===== src/rtl/player_motion_controller.sv =====
// Player motion controller: per game tick, asks the background collision
// detector about the tiles around the player, waits for it, then applies
// horizontal moves, jump and gravity to the player tile position.
// Ports:
//   clock, resetn        system clock, async active-low reset
//   game_tick            one-cycle pulse starting a motion update
//   btn_left/right/jump  button requests, latched on an accepted tick
//   coll_left/right/up/down, coll_done   detector results / idle flag
//   coll_enable          one-cycle start pulse to the detector
//   x_location, y_location   player tile position (y=0 is the bottom row)
//   busy                 high whenever an update is in flight
//   tick_overrun         sticky: a tick arrived while busy
//   coll_timeout         sticky: a detector wait was aborted
module player_motion_controller #(
   parameter int MAP_LENGTH  = 2000,
   parameter int START_X     = 2,
   parameter int START_Y     = 1,
   parameter int JUMP_HEIGHT = 3,
   parameter int TIMEOUT     = 63
) (
   input  logic        clock,
   input  logic        resetn,
   input  logic        game_tick,
   input  logic        btn_left,
   input  logic        btn_right,
   input  logic        btn_jump,
   input  logic        coll_left,
   input  logic        coll_right,
   input  logic        coll_up,
   input  logic        coll_down,
   input  logic        coll_done,
   output logic        coll_enable,
   output logic [10:0] x_location,
   output logic [3:0]  y_location,
   output logic        busy,
   output logic        tick_overrun,
   output logic        coll_timeout
);

   typedef enum logic [2:0] {
      IDLE, START, WAIT_LOW, WAIT_HIGH, MOVE
   } state_t;

   localparam int CW = $clog2(TIMEOUT + 1);
   localparam logic [CW-1:0] CNT_LAST = CW'(TIMEOUT - 1);
   localparam logic [10:0]   X_MAX    = 11'(MAP_LENGTH - 1);

   state_t        state, state_n;
   logic [CW-1:0] cnt, cnt_n;
   logic [10:0]   x_n;
   logic [3:0]    y_n;
   logic [3:0]    jump_cnt, jump_n;
   // latched buttons: {jump, right, left}
   logic [2:0]    btn, btn_n;
   logic          overrun_n, timeout_n;

   // Both outputs decode the state register only, so no input reaches
   // an output combinationally.
   assign coll_enable = (state == START);
   assign busy        = (state != IDLE);

   always_ff @(posedge clock or negedge resetn) begin
      if (!resetn) begin
         state        <= IDLE;
         cnt          <= '0;
         x_location   <= 11'(START_X);
         y_location   <= 4'(START_Y);
         jump_cnt     <= '0;
         btn          <= '0;
         tick_overrun <= 1'b0;
         coll_timeout <= 1'b0;
      end else begin
         state        <= state_n;
         cnt          <= cnt_n;
         x_location   <= x_n;
         y_location   <= y_n;
         jump_cnt     <= jump_n;
         btn          <= btn_n;
         tick_overrun <= overrun_n;
         coll_timeout <= timeout_n;
      end
   end

   always_comb begin
      state_n   = state;
      cnt_n     = cnt;
      x_n       = x_location;
      y_n       = y_location;
      jump_n    = jump_cnt;
      btn_n     = btn;
      overrun_n = tick_overrun | (game_tick & (state != IDLE));
      timeout_n = coll_timeout;

      unique case (state)
         IDLE: begin
            if (game_tick) begin
               btn_n   = {btn_jump, btn_right, btn_left};
               state_n = START;
            end
         end
         START: begin
            cnt_n   = '0;
            state_n = WAIT_LOW;
         end
         WAIT_LOW: begin
            if (!coll_done) begin
               cnt_n   = '0;
               state_n = WAIT_HIGH;
            end else if (cnt == CNT_LAST) begin
               timeout_n = 1'b1;
               state_n   = IDLE;
            end else begin
               cnt_n = cnt + 1'b1;
            end
         end
         WAIT_HIGH: begin
            if (coll_done) begin
               state_n = MOVE;
            end else if (cnt == CNT_LAST) begin
               timeout_n = 1'b1;
               state_n   = IDLE;
            end else begin
               cnt_n = cnt + 1'b1;
            end
         end
         MOVE: begin
            state_n = IDLE;
            if (btn[0] && !btn[1]) begin
               if (!coll_left && x_location != 11'd0)
                  x_n = x_location - 11'd1;
            end else if (btn[1] && !btn[0]) begin
               if (!coll_right && x_location < X_MAX)
                  x_n = x_location + 11'd1;
            end
            // vertical rules in priority order: rising, jump start, gravity
            if (jump_cnt != 4'd0) begin
               if (coll_up || y_location == 4'd15) begin
                  jump_n = 4'd0;
               end else begin
                  y_n    = y_location + 4'd1;
                  jump_n = jump_cnt - 4'd1;
               end
            end else if (btn[2] && coll_down) begin
               if (!coll_up && y_location != 4'd15) begin
                  y_n    = y_location + 4'd1;
                  jump_n = 4'(JUMP_HEIGHT - 1);
               end else begin
                  jump_n = 4'd0;
               end
            end else if (!coll_down && y_location != 4'd0) begin
               y_n = y_location - 4'd1;
            end
         end
         default: state_n = IDLE;
      endcase
   end

endmodule


===== config.mk =====
export PLATFORM = sky130hd
export DESIGN_NAME = player_motion_controller
export DESIGN_NICKNAME = d
export VERILOG_FILES = /design/src/rtl/player_motion_controller.sv
export SDC_FILE = /design/constraint.sdc
export NUM_CORES = 1
export LEC_CHECK = 0
export CAP_MARGIN = 15
export CORE_MARGIN = 5
export CORE_UTILIZATION = 47
export CTS_BUF_LIST = sky130_fd_sc_hd__clkbuf_4 sky130_fd_sc_hd__clkbuf_8
export DETAILED_ROUTE_END_ITERATION = 16
export GPL_TIMING_DRIVEN = 0
export PLACE_DENSITY = 0.79
export SLEW_MARGIN = 20
export SYNTH_ARGS = -nofsm -noshare
export SYNTH_HDL_FRONTEND = slang
export SYNTH_SLANG_ARGS = --single-unit

===== constraint.sdc =====
create_clock -name clock -period 3.7 [get_ports clock]
set_clock_uncertainty 0.15 [all_clocks]
set_input_delay 0.74 -clock clock [delete_from_list [all_inputs] [get_ports clock]]
set_output_delay 0.74 -clock clock [all_outputs]
set_load 0.02 [all_outputs]

After elaboration in Yosys (flattened, before gate mapping)
Index checks and enable logic that the tools add are counted.

word-level totals
  register bits = 33
  latch bits = 0
  RAM bits = 0
  ROM bits = 0
  input port bits = 11
  output and inout bits = 19
  logic and storage cells = 87
  memories kept = 0

cells by class
  $add $sub $neg = 6
  multiply operators = 0
  div/mod/pow operators = 0
  magnitude comparators = 1
  equal/unequal tests = 13
  shifts and indexed selects = 0
  muxes and demuxes = 26
  bitwise operators = 2
  reduce and logical (&&, ||, !) cells = 31

operator list
  cell                                                 count
  2-to-1 mux 11 bit                                    4
  2-to-1 mux 4 bit                                     8
  2-to-1 mux 6 bit                                     3
  case mux 6 bit (3 select lines)                      1
  2-to-1 mux 3 bit                                     4
  case mux 3 bit (4 select lines)                      1
  adder 11 x 1 -> 11 bit (second input constant)       1
  less-than comparator 11 bit (second input constant)  1
  nonzero test 11 bit                                  1
  subtractor 11 x 1 -> 11 bit (second input constant)  1
  nonzero test 3 bit                                   3
  != test 2 bit (second input constant)                4
  AND reduction 4 bit                                  2
  nonzero test 2 bit                                   4
  nonzero test 4 bit                                   2
  subtractor 4 x 1 -> 4 bit (second input constant)    2
  logical AND 1 bit                                    7
  adder 6 x 1 -> 6 bit (second input constant)         1
  == test 3 x 2 -> 1 bit (second input constant)       2
  == test 6 bit (second input constant)                1
  logical NOT 1 bit                                    6
  AND reduction 2 bit                                  3
  adder 4 x 1 -> 4 bit (second input constant)         1
  == test 4 bit (second input constant)                1
  13 further kinds                                     15

Longest topological paths before layout
Gate-level depths: netlist of the first run.

  depth in word-level cells = 5
  gate-level depth with buffers = 13
  gate-level depth less buffers = 10

Worst setup path before layout of the first run
No wires, ideal clock.

  path type = register to register
  from = register btn[1]
  to = register x_location[8]
  setup time = 0.080 ns
  arrival time = 2.766 ns
  data required time = 3.470 ns
  slack = 0.704 ns
  stages on the path, launching flop included = 14
  clock period less this slack = 2.996 ns
  path through = dfrtp_1 inv_1 ha_1 buf_2 buf_1 buf_2 xor2_1 ha_1 and3b_1 o21ai_0 o211ai_1 a311o_1 mux2i_1 xor2_1

between the ends
  word-level cells in the longest chain between the ends = 4
  elaborated cells between the ends (all ways) = 8
  those cells by class = eq/ne (1); mux (1); reduce/logical (6)

ends and longest elaborated chain
  what                                                                    line  source
  from (decl)                                                             54    logic [2:0] btn, btn_n;
  from (signal assigned)                                                  78    btn <= btn_n;
  logical NOT 1 bit                                                       128   if (btn[0] && !btn[1]) begin
  logical AND 1 bit                                                       128
  != test 2 x 1 -> 1 bit (no line) or nonzero test 2 bit (tied branches)  n/a
  AND reduction 4 bit (no line)                                           n/a
  to (signal assigned)                                                    66    x_location <= 11'(START_X);
  to (signal assigned)                                                    75    x_location <= x_n;
  to (decl)                                                               33    output logic [10:0] x_location,

Parallel ways exist; a longest one is shown, timed or not.
A chain may end at the register's enable or synchronous reset.

Final worst setup path of the first run
Ends and elaborated chain as after synthesis.

==> results of run 1 <==
-- cell usage after synthesis, types with 4 or more instances --
| master | n |
|---|---|
| a31oi_1 | 4 |
| clkbuf_1 | 12 |
| o21ai_0 | 22 |
| nand4_1 | 6 |
| mux2_2 | 4 |
| dfrtp_1 | 31 |
| buf_2 | 4 |
| nor3_1 | 6 |
| inv_1 | 13 |
| nand2_1 | 16 |
| ha_1 | 8 |
| nor2_1 | 31 |
| xnor2_1 | 8 |
| and3_1 | 6 |
| xor2_1 | 7 |
| a21oi_1 | 14 |
| nand3_1 | 8 |
-- power by group through the flow --
stage	Clock [mW]	Combinational, mW	Sequential (mW)
after floorplan	0	0.742	0.649
after global placement	0	1.10	0.596
after detailed placement	0	1.13	0.601
after CTS	0.371	1.14	0.594
after global routing	0.388	1.27	0.611
final	0.362	1.15	0.592
-- cell type report --
cell class	count	area [um^2]	share of cell area (%)
Clock buffer	7	90.09	3.199
Sequential cell	33	828.3	29.41
Timing Repair Buffer	29	295.3	10.48
Inverter	14	52.55	1.866
Buffer	19	92.59	3.287
Tap cell	67	83.83	2.976
Multi-Input combinational cell	201	1344	47.71
Clock inverter	1	30.03	1.066
-- flip-flops by register name, summed over array words and instances (netlist names) --
name,count
btn,3
x_location,11
y_location,4
jump_cnt,4
tick_overrun,1
coll_timeout,1
cnt,6
state,3
-- how the worst max path moves through the flow --
| stage | from | endpoint | slack [ns] | cells past startpoint |
|---|---|---|---|---|
| after floorplan | btn[1]$_DFFE_PN0P_ | x_location[8]$_DFFE_PN0P_ | 0.70 | 13 |
| after global placement | btn[1]$_DFFE_PN0P_ | x_location[8]$_DFFE_PN0P_ | 0.25 | 13 |
| after detailed placement | btn[1]$_DFFE_PN0P_ | x_location[8]$_DFFE_PN0P_ | 0.22 | 13 |
| after CTS | btn[1]$_DFFE_PN0P_ | x_location[8]$_DFFE_PN0P_ | 0.18 | 13 |
| after global routing | btn[1]$_DFFE_PN0P_ | x_location[8]$_DFFE_PN0P_ | 0.08 | 13 |
| final | btn[1]$_DFFE_PN0P_ | x_location[8]$_DFFE_PN0P_ | 0.38 | 13 |
-- cells by family after synthesis --
group	count (synthesis)	share of synthesized area, %
buf+inv	33	6.213
xor+xnor	18	7.780
fa+ha+maj	8	4.322
mux	7	3.457
compound gates	64	17.94
flops	33	35.76
simple gates	104	24.53
-- timing repair --
action,CTS,global route
resized for setup,0,2
endpoints found under the hold margin,0,0
setup endpoints to repair,0,1
setup buffers,0,0
-- per-layer routing --
| layer | up-vias | track usage [%] | part of all wire (%) |
|---|---|---|---|
| met5 | - | 0 | 0 |
| met4 | 0 | 6.757 | 2.1 |
| met3 | 12 | 4.260 | 6.3 |
| li1 | 1008 | - | - |
| met1 | 989 | 21.75 | 44 |
| met2 | 63 | 28.48 | 48 |
-- worst max-delay path, delay by kind of cell (launching register included) --
kind	cells	cell delay, ns
simple gates	1	0.21
flops	1	0.36
mux	1	0.19
buf+inv	4	0.87
fa+ha+maj	2	0.43
compound gates	3	0.76
xor+xnor	2	0.27
-- per-stage QoR --
step | instance area, um^2 | hold slack (ns) | worst slack (ns)
2_1_floorplan | 2316 | 0.2944 | 0.7037
3_3_place_gp | 2680 | 0.2977 | 0.2533
3_5_place_dp | 2695 | 0.3023 | 0.2176
4_1_cts | 2815 | 0.1533 | 0.1782
5_1_grt | 2816 | 0.1524 | 0.08320
6_report | 2816 | 0.1433 | 0.3771
==> impl_results.md, run 1 <==
- GRT Util Overall: 17.32%
- Gr ovfl total: 0
- Critical Path Fanout Max: 10
- Die width: 80.20 um
- Initial core utilization: 48.71%
- Worst path slowest cell: dfrtp_1
- Cell Pwr Density: 745.2 nW/um^2
- Vias: 2,072
- Cell total after placement: 363
- Sequential share of power: 28.2%
- Clock share of power: 17.2%
- Core footprint: 4755 um^2
- CTS Buffer Depth: 2
- Period utilisation layout: 89.81%
- Syn Nets: 286
- Cts bufs inserted: 5
- Root buf cell: clkbuf_8
- Slack of the worst reg-to-reg path: 0.38 ns
- Worst-path clk slew: 0.07 ns
- # fillers: 444
- Most frequent cells in the layout: nor2_1 (31), dfrtp_1 (31), clkdlybuf4s50_1 (27)
- Die area: 6431 um^2
- Critical path arrival: 3.38 ns
- Internal: 1.190 mW
- Critical R2R Launch: btn[1]$_DFFE_PN0P_
- Final nets: 322
- Asr flop ratio synth: 100.0%
- Area grow syn2layout: 21.61%
- Crit path largest cell delay: 0.36 ns
- Drt wl/cell: 13.66 um
- Critical path type: flip-flop to flip-flop
- Die H: 80.20 um
- Initial antenna violation count: 0
- P_sw: 909.0 uW
- Post-synth EDFFs: 0
- Row Count: 25
- CP Data Required Time: 3.76 ns
- Largest net degree at the start of global routing: 27
- Vias in the first global route: 2,024
- Rel. slew slack: 68.28%
- Sequential share of the synthesized area: 35.76%
- DRC viols: 0
- Outcome: complete, no violations
- Primary FF master, synth: dfrtp_1
- Final slew viol count: 0
- Yosys warns: 0
- Final Non-Filler Cells: 371
- WL final: 5.067 mm
- Register-to-Register Path Depth: 13
- Post-DP HPWL: 3.723 mm
- Part of the power in combinational logic: 54.6%
- Power Total: 2.099 mW
- Max cap viols: 0
- LEAKAGE: 1.200 nW
- H-tree levels: 2
- RSZ-0062 raised after global routing: false
- CTS Hold Bufs: 0
- Clk sinks: 33
- Measured slew at the worst slew-check pin: 0.4714 ns
- Syn Inst Count: 267
- Setup_tns: 0 ns
- CTS tree: done
- Crit end category: flip-flop
- CP startpoint kind: flip-flop
- Via/cell ratio: 5.585
- Number of diodes: 0
- 1st-iter DRT viols: 140
- Switch share: 43.31%
- Fin crit period: 3.323 ns
- Layout cells sized above 1: 13.49%
- Final Hold Fails: 0
- Final ANT Viol Nets: 0
- VDD IR max: 363.2 uV
- Cell type with the largest total area after synthesis: dfrtp_1
- Initial DRT Pass Iterations: 4
- Area contributors post-synth: dfrtp_1 (33%), nor2_1 (5.0%), o21ai_0 (4.8%)
- Fin util: 59.24%
- Top-area cell type share of the netlist area: 33.50%
- Mapped cell area: 2316 um^2
- R2r endpoint: x_location[8]$_DFFE_PN0P_
- Critical Path, Cell by Cell: inv_1 > ha_1 > buf_2 > clkbuf_2 > buf_2 > xor2_1 > ha_1 > and3b_1 > o21ai_1 > o211ai_1 > a311o_1 > mux2i_1 > xor2_1
- Fmax: 0.3009 GHz
- Worst hold path type: input port to async pin
- Synth Register Bits: 33
- Cell variety after synth: 62
- Num ports: 30
- IO buf count: 28
- Count of final setup violators: 0
- Gpl congestion: 0.9278
- Later-pin clock latency in the skew report: 0.29 ns
- Post-synthesis area per instance: 8.674 um^2
- First-pass GRT wire length: 8.949 mm
No activity file was read; power rests on OpenSTA's default activity.
==> inputs of run 2 (changes only) <==
--- a/config.mk
+++ b/config.mk
@@ -12,7 +12,7 @@
 export DETAILED_ROUTE_END_ITERATION = 16
 export GPL_TIMING_DRIVEN = 0
 export PLACE_DENSITY = 0.79
-export SLEW_MARGIN = 20
+export SLEW_MARGIN = 30
 export SYNTH_ARGS = -nofsm -noshare
 export SYNTH_HDL_FRONTEND = slang
 export SYNTH_SLANG_ARGS = --single-unit
==> results of run 2 <==
Same layout as run 1: the final DEF is identical, and so are final timing and power.
==> patch 1: new RTL, flow settings as in run 2 <==
`TIMEOUT`: 63 -> 126.
--- a/src/rtl/player_motion_controller.sv
+++ b/src/rtl/player_motion_controller.sv
@@ -18,3 +18,3 @@
    parameter int JUMP_HEIGHT = 3,
-   parameter int TIMEOUT     = 63
+   parameter int TIMEOUT     = 126
 ) (
Function: same outputs for any inputs over 10 cycles, from zero or initial values and one cycle with resetn low; that may be too few to reach the edited logic, so the function may still have changed.
==> patch 1 against run 2 <==
  * Synthesized area unchanged
  * Sequential cell count rose by 1
  * Synthesized cell count down 1.5%
  * Setup slack gained 0.016 ns
  * Final area up 1.5%
  * Total power increased by 12%
  * Non-clock buffer count shrank 1
  * Routed wire length up 2.1%
  * Largest power group unchanged
  * Die area did not move
  * Critical endpoint is now x_location[6]$_DFFE_PN0P_
==> patch 1: results (changes against run 2) <==
| Metric | Value |
|---|---|
| Most frequent cells after synthesis | `dfrtp_1 (32), nand2_1 (27), o21ai_0 (20)` |
| NetSw | `1.02 mW (+12%)` |
| Register area | `853 µm² (+3.0%)` |
| Place WS | `-0.0371 ns (-0.255 ns)` |
| Vias in the first global route | `1,945 (-3.9%)` |
| Layout clock area frac | `4.81% (+0.55 points)` |
| Post-DP HPWL | `3.76 mm (+0.94%)` |
| Arrival time at the worst endpoint | `3.33 ns (-0.05 ns)` |
| R2R Path End | `x_location[6]$_DFFE_PN0P_` |
| Synth unique cells | `64 (+3.2%)` |
| Synth top area cells | `dfrtp_1 (35%), xnor2_1 (4.9%), nand2_1 (4.4%)` |
| GRT Util Overall | `17.4% (+0.10 points)` |
| Largest net degree at the start of global routing | `19 (-30%)` |
| Multi-input logic portion of the cell area | `46.6% (-1.1 points)` |
| Combinational share of power | `54.5% (about the same)` |
| Net Count, Synth | `282 (-1.4%)` |
| Drt first pass iters | `5 (+1)` |
| Synth Register Bits | `34 (+3.0%)` |
| #MultiIn Comb | `198 (-1.5%)` |
| Slowest CP cell | `o311ai_0` |
| Placer Congestion | `0.876 (-5.6%)` |
| Fin Hold WS | `0.243 ns (+0.0998 ns)` |
| Seq/Total Area, Yosys | `36.8% (+1.1 points)` |
| Dpl cell area | `2710 µm² (+0.65%)` |
| Seq. pwr | `0.649 mW (+9.6%)` |
| Cells after Synth | `263 (-1.5%)` |
| Leak Pwr | `1.20 nW (about the same)` |
| First-pass GRT wire length | `8.94 mm (about the same)` |
| Status | `finished clean` |
| Layout cells sized above 1 | `10.6% (-2.9 points)` |
| Bufs w/o clock | `47 (-2.1%)` |
| Area Growth Syn to Fin | `23.4%` |
| P per Cell Area | `823 nW/µm² (+10%)` |
| Detailed Route Iter0 Violations | `211 (+51%)` |
| # resized after CTS | `1 (+1)` |
patch 1: cell count changes in the layout (fill, tap and decap cells not counted), sizes merged, moves of 4 or more:
cell and delta:
nor2 -14, nand2 +7, and3 -4, nand4 -4
patch 1: cell families (layout without fill, tap and decap cells):
kind of cell             count (synthesis)  count (layout)  synth area share (%)
adder cells (fa/ha/maj)                  8               8                  4.32
multiplexers                             8               8                  3.78
AO/OA/AOI/OAI                           69              69                  20.2
AND/OR/NAND/NOR                         93              93                  21.4
XOR/XNOR                                20              20                  7.56
flip-flops                              34              34                  36.8
buffers and inverters                   31              69                  5.89
patch 1: metal layers:
metal | global-route usage [%] | vias to the layer above | part of all wire [%]
met3 | 3.03 | 13 | 5.6
met5 | 0 | - | 0
met2 | 27.8 | 74 | 47
met4 | 7.94 | 0 | 2.6
li1 | - | 1013 | -
met1 | 22.9 | 992 | 44
==> patch 2: new RTL, settings of run 2 <==
Made on the original files. Register the outputs `coll_enable` and `busy`, cleared by the reset; this adds one clock of latency there. The other outputs are not delayed to match. Comments in the files are not updated.
--- a/src/rtl/player_motion_controller.sv
+++ b/src/rtl/player_motion_controller.sv
@@ -58,4 +58,11 @@
    // an output combinationally.
-   assign coll_enable = (state == START);
-   assign busy        = (state != IDLE);
+   always_ff @(posedge clock or negedge resetn) begin
+      if (!resetn) begin
+         coll_enable <= '0;
+         busy        <= '0;
+      end else begin
+         coll_enable <= (state == START);
+         busy        <= (state != IDLE);
+      end
+   end
 
Formal check against the unedited RTL: not equivalent (Yosys sat finds a counterexample within 4 cycles, from zero or initial values and one cycle with resetn low).
==> patch 2 against run 2 <==
  * Total power fell by 2.0%
  * Final area fell by 0.31%
  * Clock power fell by 2%
  * Routed wire length fell by 0.18%
  * Sequential power rose by 2%
  * Sequential share of layout area rose by 1.9 points
  * Global-route usage fell by 0.18 points
  * Setup slack improved by 0.28 ns
  * Synthesized area barely moved
  * Sequential cell count rose by 2
  * Critical path type unchanged
  * Largest cell class unchanged
==> patch 2: results (changes against run 2) <==
| Metric | Value |
|---|---|
| Synth unique cells | `54 (-13%)` |
| Wire per inst | `13.5 µm (-0.98%)` |
| Fin Hold WS | `0.141 ns (-0.00199 ns)` |
| Root Buffer | `clkbuf_8` |
| Leading registers by flop count | `x_location: 11 flops, cnt: 6 flops` |
| Power Internal | `1.18 mW (-0.47%)` |
| Compound-cell area share of the yosys netlist | `19.5% (+1.6 points)` |
| Most frequent cells after synthesis | `dfrtp_1 (33), nand2_1 (32), o21ai_0 (22)` |
| Post-CTS Setup Inserts | `0 (unchanged)` |
| N_diodes | `0 (unchanged)` |
| Net Count, Synth | `289 (+1.0%)` |
| # resized after CTS | `0 (unchanged)` |
| Filler cells | `448 (+0.90%)` |
| Arrival time at the worst endpoint | `3.11 ns (-0.27 ns)` |
| Post-DP HPWL | `3.73 mm (about the same)` |
| First-pass GRT wire length | `8.85 mm (-1.1%)` |
| Post-synthesis mux area share | `2.32% (-1.1 points)` |
| Worst-Skew Late Latency | `0.30 ns` |
| Layout cells sized above 1 | `10.1% (-3.4 points)` |
| Final wirelength | `5.06 mm (-0.18%)` |
| Synth top area cells | `dfrtp_1 (36%), xnor2_1 (5.3%), nand2_1 (5.2%)` |
| Seq/Total Area, Yosys | `37.9% (+2.2 points)` |
| Async SR Flop Fraction | `100% (unchanged)` |
| CTS H-tree depth | `2 (unchanged)` |
| Worst Tran Pin Value | `0.431 ns (-0.0406 ns)` |
| Placed Cells | `366 (+0.83%)` |
| Reg2Reg Setup Slack | `0.66 ns (+0.28 ns)` |
| Worst Path Max Fanout | `10 (unchanged)` |
| Post-layout minimum cycle time | `3.04 ns (-0.284 ns)` |
| Buffers on Ports | `28 (unchanged)` |
| Initial antenna violation count | `0 (unchanged)` |
| Clk buf depth | `2 (unchanged)` |
| Leak Pwr | `1.24 nW (+3.0%)` |
| Status | `finished clean` |
| VDD IR max | `0.445 mV (+23%)` |
| Syn Area/Cell | `8.57 µm² (-1.2%)` |
| Xor/xnor share of the synthesized area | `6.81% (-0.97 points)` |
| Share of the synthesized area in the top cell type | `35.7% (+2.2 points)` |
| Main synth FF type | `dfrtp_1` |
| Dpl cell area | `2690 µm² (about the same)` |
| Largest net degree at the start of global routing | `29 (+7.4%)` |
| Area Growth Syn to Fin | `21.3%` |
| Detailed Route Iter0 Violations | `128 (-8.6%)` |
| GRT Util Overall | `17.1% (-0.18 points)` |
| Yosys warns | `0 (unchanged)` |
| Drt first pass iters | `4 (unchanged)` |
| Routed via count | `2,073 (+0.048%)` |
| Clock slew at reported path FFs | `0.07 ns (about the same)` |
| Hold WC Path Type | `input port to async pin` |
| Nets | `325 (+0.93%)` |
| Post-synthesis adder-cell area fraction | `4.32% (about the same)` |
| Place WS | `0.710 ns (+0.492 ns)` |
| Vias in the first global route | `2,003 (-1.0%)` |
| Placer Congestion | `0.827 (-11%)` |
| Total CTS buffers | `5 (unchanged)` |
-- patch 2: cell types whose count changed in the layout (fill, tap and decap cells not counted), moves of 4 or more --
cell / run 2 / this run
and4_1: 0 / 4
buf_2: 5 / 9
xnor2_1: 8 / 14
nand2_1: 16 / 32
o31ai_1: 1 / 6
nand3_1: 8 / 4
clkbuf_1: 12 / 8
nor2_1: 31 / 17
nand2b_1: 2 / 6
-- patch 2: worst paths after layout --
kind                                        start                         end  depth (start not counted)
setup / recovery               btn[1]$_DFFE_PN0P_  x_location[10]$_DFFE_PN0P_                         12
setup reg to reg               btn[1]$_DFFE_PN0P_  x_location[10]$_DFFE_PN0P_                         12
min in group clock         tick_overrun$_DFF_PN0_      tick_overrun$_DFF_PN0_                          1
max in group asynchronous                  resetn   y_location[0]$_DFFE_PN1P_                          2
hold / removal                             resetn   x_location[0]$_DFFE_PN0P_                          1
hold reg to reg            tick_overrun$_DFF_PN0_      tick_overrun$_DFF_PN0_                          1
-- patch 2: logic make-up (layout without fill, tap and decap cells) --
group,count (synthesis),after routing
simple gates,101,101
compound gates,72,72
flops,35,35
buf+inv,31,68
xor+xnor,18,18
fa+ha+maj,8,8
mux,5,5
-- patch 2: power groups by stage --
stage               clock (mW)  combinational [mW]  sequential, mW
floorplan                    0               0.725           0.661
global placement             0                1.05           0.607
detailed placement           0                1.09           0.611
CTS                      0.362                1.10           0.605
global route             0.377                1.22           0.627
finish                   0.353                1.10           0.606
-- patch 2: worst max-delay path, cell delays in order (launching register included) --
cell and delay (ns):
dfrtp_1 0.36, inv_1 0.10, ha_1 0.34, buf_2 0.27
buf_2 0.26, xor2_1 0.10, ha_1 0.21, and3b_1 0.19
o21ai_0 0.22, nand2_1 0.17, and3_1 0.18, o31ai_1 0.26
xnor2_1 0.14
-- patch 2: final cells by class --
class	count	share of cell area [%]
well taps	67	2.99
inverters	14	1.87
clock buffers	6	2.72
clock inverters	2	1.34
flip-flops and latches	35	31.3
repair buffers	29	10.5
multi-input cells	204	46.5
plain buffers	17	2.76
-- patch 2: layer usage --
metal | GRT usage, % | up-vias | part of all wire [%]
met5 | 0 | - | 0
met4 | 6.25 | 0 | 1.5
met3 | 3.48 | 9 | 3.8
met2 | 29.4 | 45 | 49
met1 | 21.1 | 991 | 45
li1 | - | 1028 | -
